`config.mk`:
```
export PLATFORM = sky130hd
export DESIGN_NAME = rename_map
export DESIGN_NICKNAME = d
export VERILOG_FILES = /design/src/rtl/rename_map.sv
export SDC_FILE = /design/constraint.sdc
export NUM_CORES = 2
export LEC_CHECK = 0
export CAP_MARGIN = 5
export CORE_ASPECT_RATIO = 0.9
export CORE_MARGIN = 4
export CORE_UTILIZATION = 31
export CTS_BUF_LIST = sky130_fd_sc_hd__clkbuf_8
export DETAILED_ROUTE_END_ITERATION = 7
export PLACE_DENSITY_LB_ADDON = 0.12
export SLEW_MARGIN = 0
export SYNTH_ARGS = -nofsm -noshare
export SYNTH_HDL_FRONTEND = slang
export SYNTH_SLANG_ARGS = --single-unit
```
`constraint.sdc`:
```
create_clock -name i_clk -period 10.45 [get_ports i_clk]
set_input_delay 2.6125 -clock i_clk [delete_from_list [all_inputs] [get_ports i_clk]]
set_output_delay 2.6125 -clock i_clk [all_outputs]
set_load 0.02 [all_outputs]
```
`src/rtl/rename_map.sv`:
```
// rtl/rename_map.sv - two-wide register rename stage with RAT and circular free list
module rename_map #(
  parameter int NUM_AREGS = 32,
  parameter int NUM_PREGS = 128,
  parameter int CTRL_W    = 32,
  localparam int AW = $clog2(NUM_AREGS),
  localparam int PW = $clog2(NUM_PREGS)
) (
  input  logic                   i_clk,
  input  logic                   i_rst,
  input  logic [1:0]             i_valid,
  input  logic [1:0][AW-1:0]     i_src0,
  input  logic [1:0][AW-1:0]     i_src1,
  input  logic [1:0][AW-1:0]     i_dst,
  input  logic [1:0]             i_regwrite,
  input  logic [1:0][CTRL_W-1:0] i_ctrl,
  output logic                   o_ready,
  input  logic                   i_ready,
  output logic [1:0]             o_valid,
  output logic [1:0][PW-1:0]     o_psrc0,
  output logic [1:0][PW-1:0]     o_psrc1,
  output logic [1:0][PW-1:0]     o_pdst,
  output logic [1:0][PW-1:0]     o_old_pdst,
  output logic [1:0][CTRL_W-1:0] o_ctrl,
  input  logic [1:0]             i_free_valid,
  input  logic [1:0][PW-1:0]     i_free_preg,
  output logic [PW:0]            o_free_count,
  output logic                   o_err
);

  logic [PW-1:0] rat [NUM_AREGS];
  logic [PW-1:0] free_list [NUM_PREGS];
  logic [PW-1:0] head, tail;
  logic [PW:0]   count;

  logic [1:0]          alloc;
  logic [PW:0]         need;
  logic                accept;
  logic [PW-1:0]       new0, new1;
  logic [1:0][PW-1:0]  psrc0_n, psrc1_n, pdst_n, old_n;
  logic [1:0]          push_req;
  logic                push0, push1, drop;
  logic [PW:0]         base, base1, count_n;
  logic [PW-1:0]       tail1;

  always_comb begin
    for (int k = 0; k < 2; k++)
      alloc[k] = i_valid[k] && i_regwrite[k] && (i_dst[k] != '0);
    need    = (PW+1)'(alloc[0]) + (PW+1)'(alloc[1]);
    o_ready = ((o_valid == 2'b00) || i_ready) && (count >= need);
    accept  = (|i_valid) && o_ready;

    new0 = free_list[head];
    new1 = alloc[0] ? free_list[head + PW'(1)] : free_list[head];

    for (int k = 0; k < 2; k++) begin
      psrc0_n[k] = (i_src0[k] == '0) ? '0 : rat[i_src0[k]];
      psrc1_n[k] = (i_src1[k] == '0) ? '0 : rat[i_src1[k]];
    end
    // lane 1 must observe lane 0's fresh mapping within the same group
    if (alloc[0] && (i_src0[1] == i_dst[0])) psrc0_n[1] = new0;
    if (alloc[0] && (i_src1[1] == i_dst[0])) psrc1_n[1] = new0;

    pdst_n[0] = alloc[0] ? new0 : '0;
    pdst_n[1] = alloc[1] ? new1 : '0;
    old_n[0]  = alloc[0] ? rat[i_dst[0]] : '0;
    old_n[1]  = '0;
    if (alloc[1])
      old_n[1] = (alloc[0] && (i_dst[1] == i_dst[0])) ? new0 : rat[i_dst[1]];

    for (int k = 0; k < 2; k++)
      push_req[k] = i_free_valid[k] && (i_free_preg[k] != '0);
    // capacity is judged after this cycle's allocations leave the list
    base    = count - (accept ? need : '0);
    push0   = push_req[0] && (base < (PW+1)'(NUM_PREGS-1));
    base1   = base + (PW+1)'(push0);
    push1   = push_req[1] && (base1 < (PW+1)'(NUM_PREGS-1));
    drop    = (push_req[0] && !push0) || (push_req[1] && !push1);
    count_n = base1 + (PW+1)'(push1);
    tail1   = tail + PW'(push0);
  end

  always_ff @(posedge i_clk) begin
    if (i_rst) begin
      for (int a = 0; a < NUM_AREGS; a++)
        rat[a] <= PW'(a);
    end else if (accept) begin
      if (alloc[0]) rat[i_dst[0]] <= new0;
      if (alloc[1]) rat[i_dst[1]] <= new1;
    end
  end

  always_ff @(posedge i_clk) begin
    if (i_rst) begin
      for (int i = 0; i < NUM_PREGS; i++)
        free_list[i] <= (i < NUM_PREGS - NUM_AREGS) ? PW'(i + NUM_AREGS) : '0;
    end else begin
      if (push0) free_list[tail]  <= i_free_preg[0];
      if (push1) free_list[tail1] <= i_free_preg[1];
    end
  end

  always_ff @(posedge i_clk) begin
    if (i_rst) begin
      head  <= '0;
      tail  <= PW'(NUM_PREGS - NUM_AREGS);
      count <= (PW+1)'(NUM_PREGS - NUM_AREGS);
      o_err <= 1'b0;
    end else begin
      if (accept) head <= head + need[PW-1:0];
      tail  <= tail + PW'(push0) + PW'(push1);
      count <= count_n;
      if (drop) o_err <= 1'b1;
    end
  end

  always_ff @(posedge i_clk) begin
    if (i_rst) begin
      o_valid    <= '0;
      o_psrc0    <= '0;
      o_psrc1    <= '0;
      o_pdst     <= '0;
      o_old_pdst <= '0;
      o_ctrl     <= '0;
    end else if (accept) begin
      o_valid    <= i_valid;
      o_psrc0    <= psrc0_n;
      o_psrc1    <= psrc1_n;
      o_pdst     <= pdst_n;
      o_old_pdst <= old_n;
      o_ctrl     <= i_ctrl;
    end else if (i_ready) begin
      o_valid <= '0;
    end
  end

  assign o_free_count = count;

endmodule

```
== Yosys cells after proc, flatten, opt, wreduce, memory -nomap -nowiden ==
Memory sizes are Yosys's and may differ from the RTL's. A register that Yosys moved wholly into a read port is not among the register bits.
Cells that the tools add are included.

* Memories kept: 2
* Input port bits: 117
* Register bits: 145
* Output and inout port bits: 132
* Memory bits (writable): 1,120
* Logic and storage cells: 110

{| class="wikitable"
|+ Memories
! name !! depth !! width !! read ports !! clocked after Yosys merged registers in !! wr ports !! line !! source
|-
| free_list || 128 || 7 || 2 || 1 || 128 || 32 || <nowiki>logic [PW-1:0] free_list [NUM_PREGS];</nowiki>
|-
| rat || 32 || 7 || 6 || 0 || 32 || 31 || <nowiki>logic [PW-1:0] rat [NUM_AREGS];</nowiki>
|}

* Order comparisons: 3
* Reduce and logical (&&, ||, !) cells: 34
* Add/subtract/negate cells: 8
* Eq/ne operators: 3
* Multiplexer cells: 45

{| class="wikitable"
|+ Operator list
! cell !! count
|-
| two-way mux 7 bit || 20
|-
| OR reduction 7 bit || 4
|-
| zero test 5 bit || 4
|-
| two-way mux 1 bit || 20
|-
| adder 8 x 1 -> 8 bit || 2
|-
| < comparator 8 x 7 -> 1 bit, second input constant || 2
|-
| == test 5 bit || 3
|-
| logical AND 1 bit || 15
|-
| adder 7 x 1 -> 7 bit || 2
|-
| nonzero test 7 bit || 2
|-
| two-way mux 5 bit || 2
|-
| nonzero test 5 bit || 2
|-
| greater-or-equal comparator 8 x 2 -> 1 bit || 1
|-
| subtractor 8 x 2 -> 8 bit || 1
|-
| adder 7 x 1 -> 7 bit, second input constant || 1
|-
| adder 7 x 2 -> 7 bit || 1
|-
| two-way mux 2 bit || 3
|-
| adder 1 x 1 -> 2 bit || 1
|-
| zero test 1 bit || 2
|-
| zero test 2 bit || 1
|-
| logical OR 1 bit || 2
|-
| nonzero test 2 bit || 1
|-
| OR reduction 2 bit || 1
|}

== Logic depth before layout (Yosys ltp) ==
* Word-level depth: 18
* Gate-level depth with buffers: 40
* Gate-level depth less buffers: 33

== Worst setup path after synthesis ==
OpenSTA, ideal clock, no wires.

* Kind: input-to-reg
* Start point: in i_dst[1] (netlist name)
* End point: mem free_list[15][0] (netlist name), enable pin
* Cell stages on the path: 32
* Path buffers: 8
* Library setup time: 0.374 ns
* Data required time: 10.076 ns
* Setup slack: -0.563 ns
* Arrival time: 10.639 ns
* Path through: clkbuf_1 -> or2_2 -> clkbuf_1 -> o311ai_1 -> clkinv_1 -> clkbuf_1 -> clkbuf_1 -> ha_1 -> ha_1 -> nand2b_1 -> a2111oi_2 -> nor3_1 -> clkbuf_1 -> clkbuf_1 -> and2_1 -> ha_1 -> inv_1 -> fa_1 -> nor3_1 -> xnor2_1 -> o21bai_1 -> o41a_1 -> and2_1 -> ha_1 -> ha_1 -> xor2_1 -> and3_1 -> clkbuf_1 -> a2111oi_4 -> buf_6 -> nand2_1 -> o211ai_1

{| class="wikitable"
|+ RTL lines
! element !! line !! source
|-
| from (decl) || 14 || <nowiki>input logic [1:0][AW-1:0] i_dst,</nowiki>
|-
| to (decl) || 32 ||
|}

==> metrics.cfg <==
[run_status]
outcome = complete, but fails checks
violations = max-capacitance violations

[detailed_routing]
vias = 79300
drt-vias-per-instance = 6.88
detail-route-antenna-nets = 0
drt_iter0_drc = 14000
dr.pass1.iters = 7
drc_errors = 0
drt_wl_total_um = 471000
wl_per_cell_um = 40.8

[floorplan]
die_w_um = 556
ios = 249
rows = 180
initial_core_util = 0.313
core_region_area_um2 = 268000
die_h_um = 501
die_area_um2 = 279000

[synthesis]
netlist_area_um2 = 83900
yosysTopAreaCell = edfxtp_1
synth_ff_type = edfxtp_1
async_flop_share = 0
synthCells = 7315
synth_area_leaders = edfxtp_1 (40%), mux4_2 (19%), dfxtp_1 (3.6%)
synth_common_cells = edfxtp_1 (1120), mux4_2 (721), clkbuf_1 (661), nand2_1 (586), nand3_1 (515)
ys_warn_count = 0
yosysSeqAreaShare = 0.437
syn_avg_cell_area_um2 = 11.5
synth_top_area_frac = 0.401
synth_cell_types = 86
ys_ff_latch = 1272
synth_edf_count = 1120
yosysMostFrequentCell = edfxtp_1

[global_route]
grt_pass1_wl_um = 637000
grt_remaining_overflow = 0
track_usage = 0.326
antenna_found_initial = 45
grt_start_max_net_pins = 86
grt_pass1_vias = 74300

[critical_path]
worstPathRequired_ns = 11.15
arrival_ns = 10.28
crit_fanout = 8
cpMostUsedCell = ha_1
criticalPathCategory = primary input to register
critPathMaxStageDelay_ns = 0.73
worst_path_max_delay_cell = nor2_1
end_kind = register
crit_path_start_kind = primary input

[sta]
tightest_slew_ns = 1.48
fmax_mhz = 104
period_share = 0.917
finalHoldViolCount = 0
timing.hold.ws_ns = 0.452
timing.slew.headroom = 0.000610
finClkSkew_ns = 0.162
drv_slew = 0
setup_viol = 0
fin_ws_ns = 0.867
rsz0062_at_grt = no
min_period_ns = 9.58

[clock_tree]
h-tree-depth = 4
cts-root-buf = clkbuf_8
cts.reportedPaths.clkPinSlew_ns = 0.07
post-cts-setup-buffers = 0
cts.repair.resized = 0
cts_buffers = 241
clockBufferDepth = 4
clock-sinks = 1272
hold_buffers = 0
clk_latency_ns = 1.09
cts_tree = yes

[final_layout]
area_delta_synth_final_pct = 19.7
seqCellArea_um2 = 36700
drive_gt1_frac = 0.256
multi_input_area_um2 = 44300
nFillCells = 26100
post-route-cell-area_um2 = 100000
nNetsFinal = 7919
fin_cells = 11500

[place]
dpl.cell_count = 11100
hpwl_um = 330000
place_area_um2 = 95700
pre_cts_ws_ns = -0.0901
gp_congestion = 0.988
portBuffers = 248

[power]
power_density_nw_per_um2 = 145
ir_drop_v = 0.000118
p_leak_uw = 0.0305

[worst_hold_path]
hp-class = register to register

[flow_run]
max_cap_viol_count = 2

==> worst paths after layout <==
check,from,to,slack (ns),depth (start not counted)
worst min-delay path,o_pdst[4]$_SDFFE_PP0N_,o_pdst[4]$_SDFFE_PP0N_,0.45,2
worst min register to register,o_pdst[4]$_SDFFE_PP0N_,o_pdst[4]$_SDFFE_PP0N_,0.45,2
worst max register to register,o_free_count[2]$_SDFF_PP0_,free_list[127][6]$_DFFE_PP_,3.93,20
worst max-delay path,i_dst[2],free_list[127][6]$_DFFE_PP_,0.87,27
==> cells by family after synthesis <==
| kind of cell | share of synthesized area |
|---|---|
| xor gates and xnor gates | 0.00574 |
| AOI/OAI and AO/OA | 0.168 |
| other | 0.0000447 |
| and+or+nand+nor | 0.112 |
| buffers and inverters | 0.0417 |
| DFF | 0.437 |
| adders and majority gates | 0.00313 |
| muxes | 0.232 |
==> critical path, delay by kind of cell <==
| kind | cells | cell delay (ns) |
|---|---|---|
| compound gates | 4 | 1.78 |
| fa+ha+maj | 5 | 1.34 |
| simple gates | 11 | 3.13 |
| xor+xnor | 2 | 0.31 |
| buf+inv | 5 | 1.07 |
==> power breakdown <==
part	switching, µW	internal, µW	total (µW)
sequential	191	5690	5880
clock	2420	2580	5000
combinational	2400	1290	3680
total	5010	9550	14600
==> cell usage in the layout (no fill, tap or decap), types with 21 or more instances in the layout <==
cell             synthesis  final
xnor2_1                 33     29
o211ai_1               134    134
mux4_2                 721    721
inv_1                   22     97
o2bb2ai_1               37     37
a22oi_1                153    152
clkinv_2                 0     33
buf_12                   0    123
o21ai_0                167    166
a2bb2oi_1               26     26
mux2_2                  26     26
o31ai_1                403    402
nor2_1                 417    390
a21oi_1                169    169
nor3_1                 344    338
a22o_1                  21     21
edfxtp_1              1120   1120
a21boi_0                25     24
mux2i_1                290    290
nand2_1                586    586
a31oi_1                321    320
clkdlybuf4s50_1          0    219
or3_1                   38     36
o32a_1                  26     26
nor2b_1                 47     40
a211o_1                 34     34
clkinv_1                 2     45
o22ai_1                184    184
nand3_1                515    515
dfxtp_1                152    146
a221oi_1                94     93
clkbuf_8                 0    257
a32o_1                  43     43
buf_4                    6    716
==> state kept, by name, indices dropped and copies added (netlist names), named ones only <==
signal / cells
tail: 7
o_psrc1: 14
o_free_count: 8
o_valid: 2
o_pdst: 14
rat: 224
free_list: 896
head: 7
o_err: 1
o_ctrl: 64
o_psrc0: 14
o_old_pdst: 14
==> per-layer routing <==
layer | GRT usage | vias to the layer above | routed length, µm
li1 | - | 30900 | -
met1 | 0.460 | 40800 | 189000
met2 | 0.451 | 6582 | 191000
met3 | 0.122 | 1014 | 69600
met4 | 0.118 | 28 | 20200
met5 | 0 | - | 166
==> stage by stage <==
stage | power, µW | utilization | TNS, ns
after floorplan | 7730 | - | 0
after global placement | 9540 | 0.357 | -1.43
after detailed placement | 9530 | 0.357 | -0.168
after CTS | 14500 | 0.374 | 0
after global routing | 14900 | 0.374 | 0
final | 14600 | 0.374 | 0
==> area by class of cell <==
cell class | count | area share
clock buffers | 257 | 0.0352
inverters | 25 | 0.000997
multi-input cells | 5167 | 0.442
well taps | 3549 | 0.0443
clock inverters | 173 | 0.0107
flip-flops and latches | 1272 | 0.366
diodes | 15 | 0.000374
repair buffers | 1076 | 0.101
Note: power is estimated with default switching activity, not from simulation.
